<file path="src/rtl/safe_pkg.sv">
// Shared types for the dual-core safe-mode sync arbiter.
// Holds the core indices, the FSM state type and the output bundle.
package safe_pkg;

  localparam int   NCORES = 2;
  localparam logic CORE0  = 1'b0;
  localparam logic CORE1  = 1'b1;

  typedef enum logic [2:0] {
    IDLE,
    WAIT_SECOND,
    BOTH_PEND,
    WAIT_DONE,
    SYNCED,
    TIMEOUT
  } safe_sync_state_e;

  typedef struct packed {
    logic sync1;
    logic sync2;
    logic dual_sync;
    logic first_core;
    logic timeout;
    logic error;
  } safe_sync_out_t;

endpackage

</file>
<file path="src/rtl/safe_edge_det.sv">
// Per-bit rising-edge detector.
// Keeps a registered copy of the input; edges are qualified by en_i.
module safe_edge_det #(
  parameter int W = 2
) (
  input  logic         clk_i,
  input  logic         rst_ni,
  input  logic         en_i,
  input  logic [W-1:0] d_i,
  output logic [W-1:0] rise_o
);

  logic [W-1:0] d_q;

  always_ff @(posedge clk_i or negedge rst_ni) begin
    if (!rst_ni) begin
      d_q <= '0;
    end else begin
      d_q <= d_i;
    end
  end

  assign rise_o = d_i & ~d_q & {W{en_i}};

endmodule

</file>
<file path="src/rtl/safe_sync_arbiter.sv">
// Orders two cores' sync-point arrivals into Sync1/Sync2 pulses,
// supervises the arrival window and raises Dual_Sync on restore.
module safe_sync_arbiter
  import safe_pkg::*;
#(
  parameter int TIMEOUT_W = 16
) (
  input  logic                 clk_i,
  input  logic                 rst_ni,
  input  logic                 en_i,
  input  logic                 clear_i,
  input  logic [1:0]           req_i,
  input  logic [1:0]           done_i,
  input  logic [TIMEOUT_W-1:0] timeout_cycles_i,
  output logic                 sync1_o,
  output logic                 sync2_o,
  output logic                 dual_sync_o,
  output logic                 first_core_o,
  output logic                 timeout_o,
  output logic                 error_o
);

  localparam logic [TIMEOUT_W-1:0] CNT_ONE = TIMEOUT_W'(1);
  localparam logic [TIMEOUT_W-1:0] CNT_MAX = '1;

  safe_sync_state_e     state_q, state_d;
  logic [TIMEOUT_W-1:0] cnt_q, cnt_d;
  logic [NCORES-1:0]    arrived_q, arrived_d;
  logic [NCORES-1:0]    done_q, done_d;
  logic [NCORES-1:0]    rise, other;
  logic                 expire;
  safe_sync_out_t       out_q, out_d;

  safe_edge_det #(
    .W (NCORES)
  ) u_req_edge (
    .clk_i  (clk_i),
    .rst_ni (rst_ni),
    .en_i   (en_i),
    .d_i    (req_i),
    .rise_o (rise)
  );

  assign other  = rise & ~arrived_q;
  assign expire = (timeout_cycles_i != '0) &&
                  (cnt_q == timeout_cycles_i - CNT_ONE);

  always_ff @(posedge clk_i or negedge rst_ni) begin
    if (!rst_ni) begin
      state_q   <= IDLE;
      cnt_q     <= '0;
      arrived_q <= '0;
      done_q    <= '0;
      out_q     <= '0;
    end else begin
      state_q   <= state_d;
      cnt_q     <= cnt_d;
      arrived_q <= arrived_d;
      done_q    <= done_d;
      out_q     <= out_d;
    end
  end

  always_comb begin
    state_d          = state_q;
    cnt_d            = cnt_q;
    arrived_d        = arrived_q;
    done_d           = done_q;
    out_d            = '0;
    out_d.dual_sync  = out_q.dual_sync;
    out_d.first_core = out_q.first_core;
    out_d.error      = out_q.error;

    if (clear_i || !en_i) begin
      state_d          = IDLE;
      cnt_d            = '0;
      arrived_d        = '0;
      done_d           = '0;
      out_d.dual_sync  = 1'b0;
      out_d.first_core = 1'b0;
      if (clear_i) begin
        out_d.error = 1'b0;
      end
    end else begin
      unique case (state_q)
        IDLE: begin
          if (rise == 2'b11) begin
            state_d          = BOTH_PEND;
            arrived_d        = 2'b11;
            out_d.sync1      = 1'b1;
            out_d.first_core = CORE0;
          end else if (rise != 2'b00) begin
            state_d          = WAIT_SECOND;
            arrived_d        = rise;
            cnt_d            = '0;
            out_d.sync1      = 1'b1;
            out_d.first_core = rise[0] ? CORE0 : CORE1;
          end
        end
        BOTH_PEND: begin
          state_d     = WAIT_DONE;
          out_d.sync2 = 1'b1;
        end
        WAIT_SECOND: begin
          // A late arrival in the expiry cycle still counts.
          if (other != '0) begin
            state_d     = WAIT_DONE;
            arrived_d   = 2'b11;
            out_d.sync2 = 1'b1;
          end else if (expire) begin
            state_d       = TIMEOUT;
            out_d.timeout = 1'b1;
            out_d.error   = 1'b1;
          end else if (cnt_q != CNT_MAX) begin
            cnt_d = cnt_q + CNT_ONE;
          end
        end
        WAIT_DONE: begin
          done_d = done_q | done_i;
          if (done_d == 2'b11) begin
            state_d         = SYNCED;
            out_d.dual_sync = 1'b1;
          end
          if (rise != '0) begin
            out_d.error = 1'b1;
          end
        end
        SYNCED: begin
          state_d = SYNCED;
        end
        TIMEOUT: begin
          state_d = TIMEOUT;
        end
        default: begin
          state_d = IDLE;
        end
      endcase
    end
  end

  assign sync1_o      = out_q.sync1;
  assign sync2_o      = out_q.sync2;
  assign dual_sync_o  = out_q.dual_sync;
  assign first_core_o = out_q.first_core;
  assign timeout_o    = out_q.timeout;
  assign error_o      = out_q.error;

endmodule
</file>
<file path="config.mk">
export PLATFORM = sky130hd
export DESIGN_NAME = safe_sync_arbiter
export DESIGN_NICKNAME = d
export VERILOG_FILES = /design/src/rtl/safe_pkg.sv /design/src/rtl/safe_edge_det.sv /design/src/rtl/safe_sync_arbiter.sv
export SDC_FILE = /design/constraint.sdc
export NUM_CORES = 1
export LEC_CHECK = 0
export ABC_AREA = 1
export ABC_CLOCK_PERIOD_IN_PS = 2650
export BUFFER_PORTS_ARGS = -buffer_cell sky130_fd_sc_hd__buf_4
export CORE_MARGIN = 3
export CORE_UTILIZATION = 55
export DETAILED_ROUTE_END_ITERATION = 7
export PLACE_DENSITY = 0.77
export SETUP_SLACK_MARGIN = 0.02
export SYNTH_ARGS = -nofsm -noshare
export SYNTH_HDL_FRONTEND = slang
export SYNTH_HIERARCHICAL = 1
export SYNTH_SLANG_ARGS = --single-unit
</file>
<file path="constraint.sdc">
create_clock -name clk_i -period 2.65 [get_ports clk_i]
set_clock_uncertainty 0.15 [all_clocks]
set_input_delay 0.265 -clock clk_i [delete_from_list [all_inputs] [get_ports clk_i]]
set_output_delay 0.265 -clock clk_i [all_outputs]
set_load 0.05 [all_outputs]
</file>
# --- After elaboration in Yosys (flattened, before gate mapping) ---
# Cells that the tools add are included.
op_classes:
  n_eq_ne: 21
  n_reduce_logical: 19
  add_sub_neg: 2
  n_bitwise: 6
  n_mux: 42
op_table:
  columns: ["op", "n"]
  rows:
  - ["2-to-1 mux 16 bit", 6]
  - ["case mux 16 bit (2 select lines)", 1]
  - ["!= test 3 bit (second input constant)", 9]
  - ["2-to-1 mux 2 bit", 10]
  - ["2-to-1 mux 3 bit", 6]
  - ["case mux 3 bit (6 select lines)", 1]
  - ["adder 16 x 1 -> 16 bit (second input constant)", 1]
  - ["== test 16 bit", 1]
  - ["!= test 16 bit (second input constant)", 1]
  - ["nonzero test 16 bit", 1]
  - ["subtractor 16 x 1 -> 16 bit (second input constant)", 1]
  - ["2-to-1 mux 1 bit", 15]
  - ["nonzero test 2 bit", 5]
  - ["nonzero test 3 bit", 3]
  - ["!= test 4 bit (second input constant)", 2]
  - ["AND 2 bit", 3]
  - ["== test 3 x 2 -> 1 bit (second input constant)", 2]
  - ["== test 3 bit (second input constant)", 2]
  - ["AND reduction 3 bit", 2]
  - ["AND reduction 6 bit", 1]
  - ["AND reduction 5 bit", 1]
  - ["== test 2 bit (second input constant)", 2]
  - ["NOT 2 bit", 2]
  - ["case mux 1 bit (2 select lines)", 2]
  - ["other kinds (9)", 10]
word_totals:
  register_bits: 31
  elab_cells: 101
  inputBits: 24
  out_inout_bits: 6

# --- Longest topological paths before layout ---
depth:
  word_depth: 8
  depth_mapped: 18
  ltp_nobuf: 17

# --- Hierarchy ---
# Netlist, hierarchy kept.
modules_own_cells:
  columns: ["module", "area_each_um2", "instances", "seq_area_each_um2", "cells_each"]
  rows:
  - ["safe_sync_arbiter", 2587.5, 1, 725.7, 411]
  - ["safe_edge_det", 70.1, 1, 50.0, 6]

# --- Worst setup path before layout ---
# OpenSTA, ideal clock, no wires.
synth_path:
  path_type: "register -> register"
  startpoint: "register cnt_q[0]"
  endpoint: "register cnt_q[12]"
  setup_time_ps: 117
  path_stages_with_launch: 13
  slack_ps: 607
  n_path_buf: 1
  t_arrival_ps: 1776
  required_ps: 2383
  synth_period_minus_slack_ps: 2043
  cell_sequence: "dfrtp_1 -> ha_1 -> nand3_1 -> nor2_1 -> nand2_1 -> nor2_1 -> nand2_1 -> nor2_1 -> a211oi_4 -> nand2_4 -> buf_6 -> nand2_1 -> nand2_1"
synth_via:
  elab_chain_cells: 6
  word_cells_on_any_way: 12
  cone_classes: "add/sub: 1; eq/ne: 4; mux: 5; reduce/logical: 2"
synth_rtl:
  columns: ["item", "line", "text"]
  rows:
  - ["start, declared", "safe_sync_arbiter.sv:27", "logic [TIMEOUT_W-1:0] cnt_q, cnt_d;"]
  - ["start signal, assigned", "safe_sync_arbiter.sv:57", "cnt_q <= cnt_d;"]
  - ["adder 16 x 1 -> 16 bit", "safe_sync_arbiter.sv:115", "cnt_d = cnt_q + CNT_ONE;"]
  - ["2-to-1 mux 16 bit", "safe_sync_arbiter.sv:114", "end else if (cnt_q != CNT_MAX) begin"]
  - ["2-to-1 mux 16 bit", "safe_sync_arbiter.sv:110", "end else if (expire) begin"]
  - ["2-to-1 mux 16 bit", "safe_sync_arbiter.sv:106", "if (other != '0) begin"]
  - ["case mux 16 bit (2 select lines)", "safe_sync_arbiter.sv:85", "unique case (state_q)"]
  - ["2-to-1 mux 16 bit", "safe_sync_arbiter.sv:74", "if (clear_i || !en_i) begin"]
# Several ways; a longest one is shown, not always the timed one. The select of a mux whose other input is x is not followed.
# A chain may end at the register's enable or synchronous reset.

# --- Worst setup path in the final report ---
layout_path:
  startpoint: "input req_i[0]"
  endpoint: "register cnt_q[5]"
layout_via:
  elab_chain_cells: 6
  word_cells_on_any_way: 10
  cone_classes: "eq/ne: 4; bitwise: 3; reduce/logical: 3"
layout_rtl:
  columns: ["item", "line", "text"]
  rows:
  - ["start, declared", "safe_sync_arbiter.sv:12", "input logic [1:0] req_i,"]
  - ["AND 2 bit * (2 in a row)", "safe_edge_det.sv:23", "assign rise_o = d_i & ~d_q & {W{en_i}};"]
  - ["via rise[0]", "safe_sync_arbiter.sv:30", "logic [NCORES-1:0] rise, other;"]
  - ["AND 2 bit", "safe_sync_arbiter.sv:44", "assign other = rise & ~arrived_q;"]
  - ["nonzero test 2 bit", "safe_sync_arbiter.sv:106", null]
  - ["!= test 3 bit (no source line)", null, null]
  - ["AND reduction 6 bit (no source line) *", null, null]
# Mark *: on every way through the listed nets, which the timed path passes. The rest lies on a longest branch.

==> results summary <==
The flow ran to the end, and the final reports show no timing, DRC or antenna violations. CTS built an H-tree with a depth of 2. Counting I/O delays and the setup requirement, the final critical path takes roughly 2400 ps. The number of warnings issued by yosys is 6. In this run the top signal layer used is met4. The number of max-capacitance violations reported is 0. After layout, the worst path uses around 91% of the clock period. The launch instance of the worst min-delay path is done_i[1]. The worst path arrival time is about 2400 ps. For this design the top-level I/O count stands at 30. Dividing the detail-routed wire length by the instance count gives between 10 and 15 um. In this run the critical register-to-register path is launched from cnt_q[0]$_DFFE_PN0P_. The worst register-to-register path ends at cnt_q[5]$_DFFE_PN0P_. The via-per-instance ratio is approximately 5.5. The buffer type at the clock tree root is clkbuf_8. STA classifies the critical path endpoint as a register. After detailed routing, the total wire length is roughly 6.7 mm. The number of enable-type register cells in the synthesized netlist came out at 0. The proportion of layout cells with a drive suffix above 1 came out at approximately 17%.

The net count of the mapped netlist is approximately 440. The vias after detailed routing came out at 2,782. STA classifies the critical path startpoint as an input port. The first detailed-routing pass ran for 5 iterations. The setup path with the least slack is of type input port to register. In this run the worst path has a maximum fanout of 8. Setup repair after global routing left no endpoint under its margin. The top-area cell type share of the netlist area is between 20% and 30%. For this run, the total global-route usage over all layers was measured as between 20% and 30%. Summing all placed instances gives a cell area of 0.00296 mm^2. The final net count is around 480. The count of unresolved DRC violations after routing is 0. The area of the core came out at between 0.004 and 0.005 mm^2. The final hold violation count came out at 0.

The count of unique library cells instantiated by Yosys is 36. The slew at the pin closest to its max-slew limit came out at about 580 ps. The data required time of the worst path came out at 2670 ps.

The die width is around 76 um. The number of input and output port buffers inserted is 29. The gate count of the mapped netlist is around 420. The reg2reg setup slack came out at 270 ps. The CTS buffer count is 5. In the detailed route, the total length drawn on met3 is 406 um. The area growth from synthesis to final layout came out at 16.3%.

The number of synthesized register bits came out at 31. For hold timing, the worst endpoint is done_q[1]$_DFFE_PN0P_. The floorplan step defined a die boundary enclosing between 0.005 and 0.006 mm^2. The clock tree from TritonCTS is done. The number of cells on the worst hold path is 3. The most used flip-flop cell after synthesis is dfrtp_1.

The count of antenna diodes in the layout is 0. The share of synthesized area occupied by flip-flops and latches came out at slightly below 30%. The pin count of the biggest net entering global routing is 32. Summed over all instances, the cell type with the most area after synthesis is dfrtp_1. The first-iteration detailed-routing DRC count is ~250. The number of placement rows came out at 24. The min-delay analysis places its worst path in the category input port to register.

In this run the deepest clock path goes through 2 buffers. The cell depth of the worst flop-to-flop path came out at 11. The final RePlAce weighted congestion came out at between 0.8 and 0.9. The leakage dissipation is around 1.6 nW. The average cell area after synthesis came out at 6.37 um^2.

The number of fillers in the final layout came out at between 400 and 500. The met2 wire length is around 3 mm. The multi-input combinational cells in the finished layout cover a total of about 0.0016 mm^2. Setup total negative slack on the finished layout was measured at 0 ps. The setup violation total in the final timing report came out at 0.

The synthesized netlist occupies a cell area of between 0.002 and 0.003 mm^2. The total power density per cell area is 366 mW/mm^2. The length of routed wiring on met1 came out at approximately 3.2 mm. The final cell area excluding filler cells came out at slightly above 0.003 mm^2. The sequential standard cell area is 776 um^2. The placed wire-length estimate after detailed placement came out at around 5.1 mm.

The peak ir drop on the vdd network is ~0.33 mV. The number of nets with antenna violations after routing came out at 0. The clock transition at the register clock pins on the worst setup and hold paths after CTS is about 70 ps.

The number of antenna violations at the first check in global routing is 0. The number of pins with negative max-slew slack in the final report is 0. The via count of the first global-routing pass came out at ~2,400. Global routing finished with a remaining overflow of 0. By area the synthesized netlist is led by dfrtp_1 (29%), nand2_1 (19%), nand3_1 (8.1%), inv_1 (7.3%), nor2_1 (6.6%).

For the worst-skew pair, the clock arrives at the later sink with an insertion delay of approximately 280 ps. Post-CTS timing repair inserted 0 buffers for setup. The peak clock frequency supported by timing came out at around 420 MHz. The vertical die dimension is between 70 and 80 um. In the synthesized netlist the async set-or-reset flop fraction comes to 100%. The initial cell density of the core is a little under 60%. The worst pin sits at a relative slew slack of between 60% and 70%. The global-route wire length before repair is around 11 mm. The clock sink total came out at 31.
placed cells by master (no fill, tap or decap), drive strengths merged:
| master | synthesis | routed |
|---|---|---|
| a211o | 1 | 1 |
| nor3 | 9 | 9 |
| xnor2 | 5 | 5 |
| o2111ai | 1 | 1 |
| a31oi | 1 | 1 |
| clkbuf | 2 | 8 |
| a22oi | 2 | 2 |
| o41ai | 1 | 1 |
| nand4 | 10 | 10 |
| nand3 | 44 | 44 |
| xor2 | 8 | 8 |
| o22ai | 2 | 2 |
| o21ai | 15 | 15 |
| a31o | 1 | 1 |
| dfrtp | 31 | 31 |
| nand3b | 5 | 5 |
| nor2 | 62 | 62 |
| a211oi | 1 | 1 |
| inv | 57 | 57 |
| nor4 | 4 | 4 |
| buf | 6 | 38 |
| a21oi | 3 | 3 |
| dlygate4sd3 | 0 | 3 |
| ha | 2 | 2 |
| o31ai | 1 | 1 |
| nand2 | 143 | 143 |
logic make-up (layout without fill, tap and decap cells):
family | count (synthesis) | in the layout | share of synthesized area, %
adders and majority gates | 2 | 2 | 0.941
xor gates and xnor gates | 13 | 13 | 4.28
AOI/OAI and AO/OA | 29 | 29 | 7.02
and+or+nand+nor | 277 | 277 | 48.7
buffers and inverters | 65 | 106 | 9.84
DFF | 31 | 31 | 29.2
per-layer routing:
layer | GRT usage [%] | vias to the layer above
li1 | - | 1408
met1 | 36.5 | 1264
met4 | 6.02 | 0
met5 | 0 | -
met3 | 5.41 | 12
met2 | 37.3 | 98
power breakdown:
group | total [mW] | internal, mW | switching, mW
Combinational | 0.231 | 0.0828 | 0.148
Sequential | 0.489 | 0.482 | 0.00704
Clock | 0.411 | 0.237 | 0.174
Total | 1.13 | 0.801 | 0.329
how the worst max path moves through the flow:
stage | start | to | slack [ps] | cells after the start
2_1_floorplan | cnt_q[0]$_DFFE_PN0P_ | cnt_q[12]$_DFFE_PN0P_ | 610 | 12
3_3_place_gp | timeout_cycles_i[0] | cnt_q[0]$_DFFE_PN0P_ | 270 | 17
3_5_place_dp | timeout_cycles_i[0] | cnt_q[5]$_DFFE_PN0P_ | 200 | 17
4_1_cts | cnt_q[0]$_DFFE_PN0P_ | cnt_q[5]$_DFFE_PN0P_ | 290 | 11
5_1_grt | cnt_q[0]$_DFFE_PN0P_ | cnt_q[3]$_DFFE_PN0P_ | 50 | 11
6_report | req_i[0] | cnt_q[5]$_DFFE_PN0P_ | 240 | 11
synthesized netlist by cell type, types with 3 or more instances:
library cell,n
nor2_4,5
nand3b_1,5
nor3_1,9
nand4_1,10
dfrtp_1,31
a21oi_1,3
xor2_1,8
inv_2,5
inv_1,52
buf_2,4
nor2_1,47
xnor2_1,5
o21ai_0,13
nand2_4,4
nor4_1,4
nand2_2,4
nand3_1,43
nor2_2,8
nand2_1,135
sequential cells by signal, summed over array words and instances, names as in the netlist:
signal          flops
sync1_o             1
timeout_o           1
dual_sync_o         1
done_q              2
arrived_q           2
error_o             1
cnt_q              16
u_req_edge/d_q      2
sync2_o             1
first_core_o        1
state_q             3
metrics by stage:
stage	setup slack [ps]	power, mW	utilization [%]	std cells	hold slack, ps
3_5_place_dp	197	0.722	65.7	499	66.2
3_3_place_gp	265	0.717	65.7	499	67.0
4_1_cts	289	1.13	68.6	510	61.2
6_report	245	1.13	68.6	510	59.8
5_1_grt	46.3	1.18	68.6	510	73.0
2_1_floorplan	607	0.635	-	417	-181
repair_timing:
| item | CTS | global route |
|---|---|---|
| gates resized for setup | 0 | 0 |
| hold endpoints to repair | 33 | 0 |
| hold buffers | 3 | 0 |
final cells by class:
class	instances	area share (%)
multi-input cells	321	52.4
inverters	57	6.92
well taps	52	2.11
clock buffers	8	3.24
flip-flops and latches	31	25.1
repair buffers	41	10.2
worst max-delay path: stages:
cell	delay [ps]
dlygate4sd3_1	530
buf_4	110
nand2_1	50
nor2_2	170
inv_1	110
nor4_1	560
buf_4	230
a211oi_4	50
buf_4	190
nand3_1	100
nand2_1	60
No activity file was read; power rests on OpenSTA's default activity.
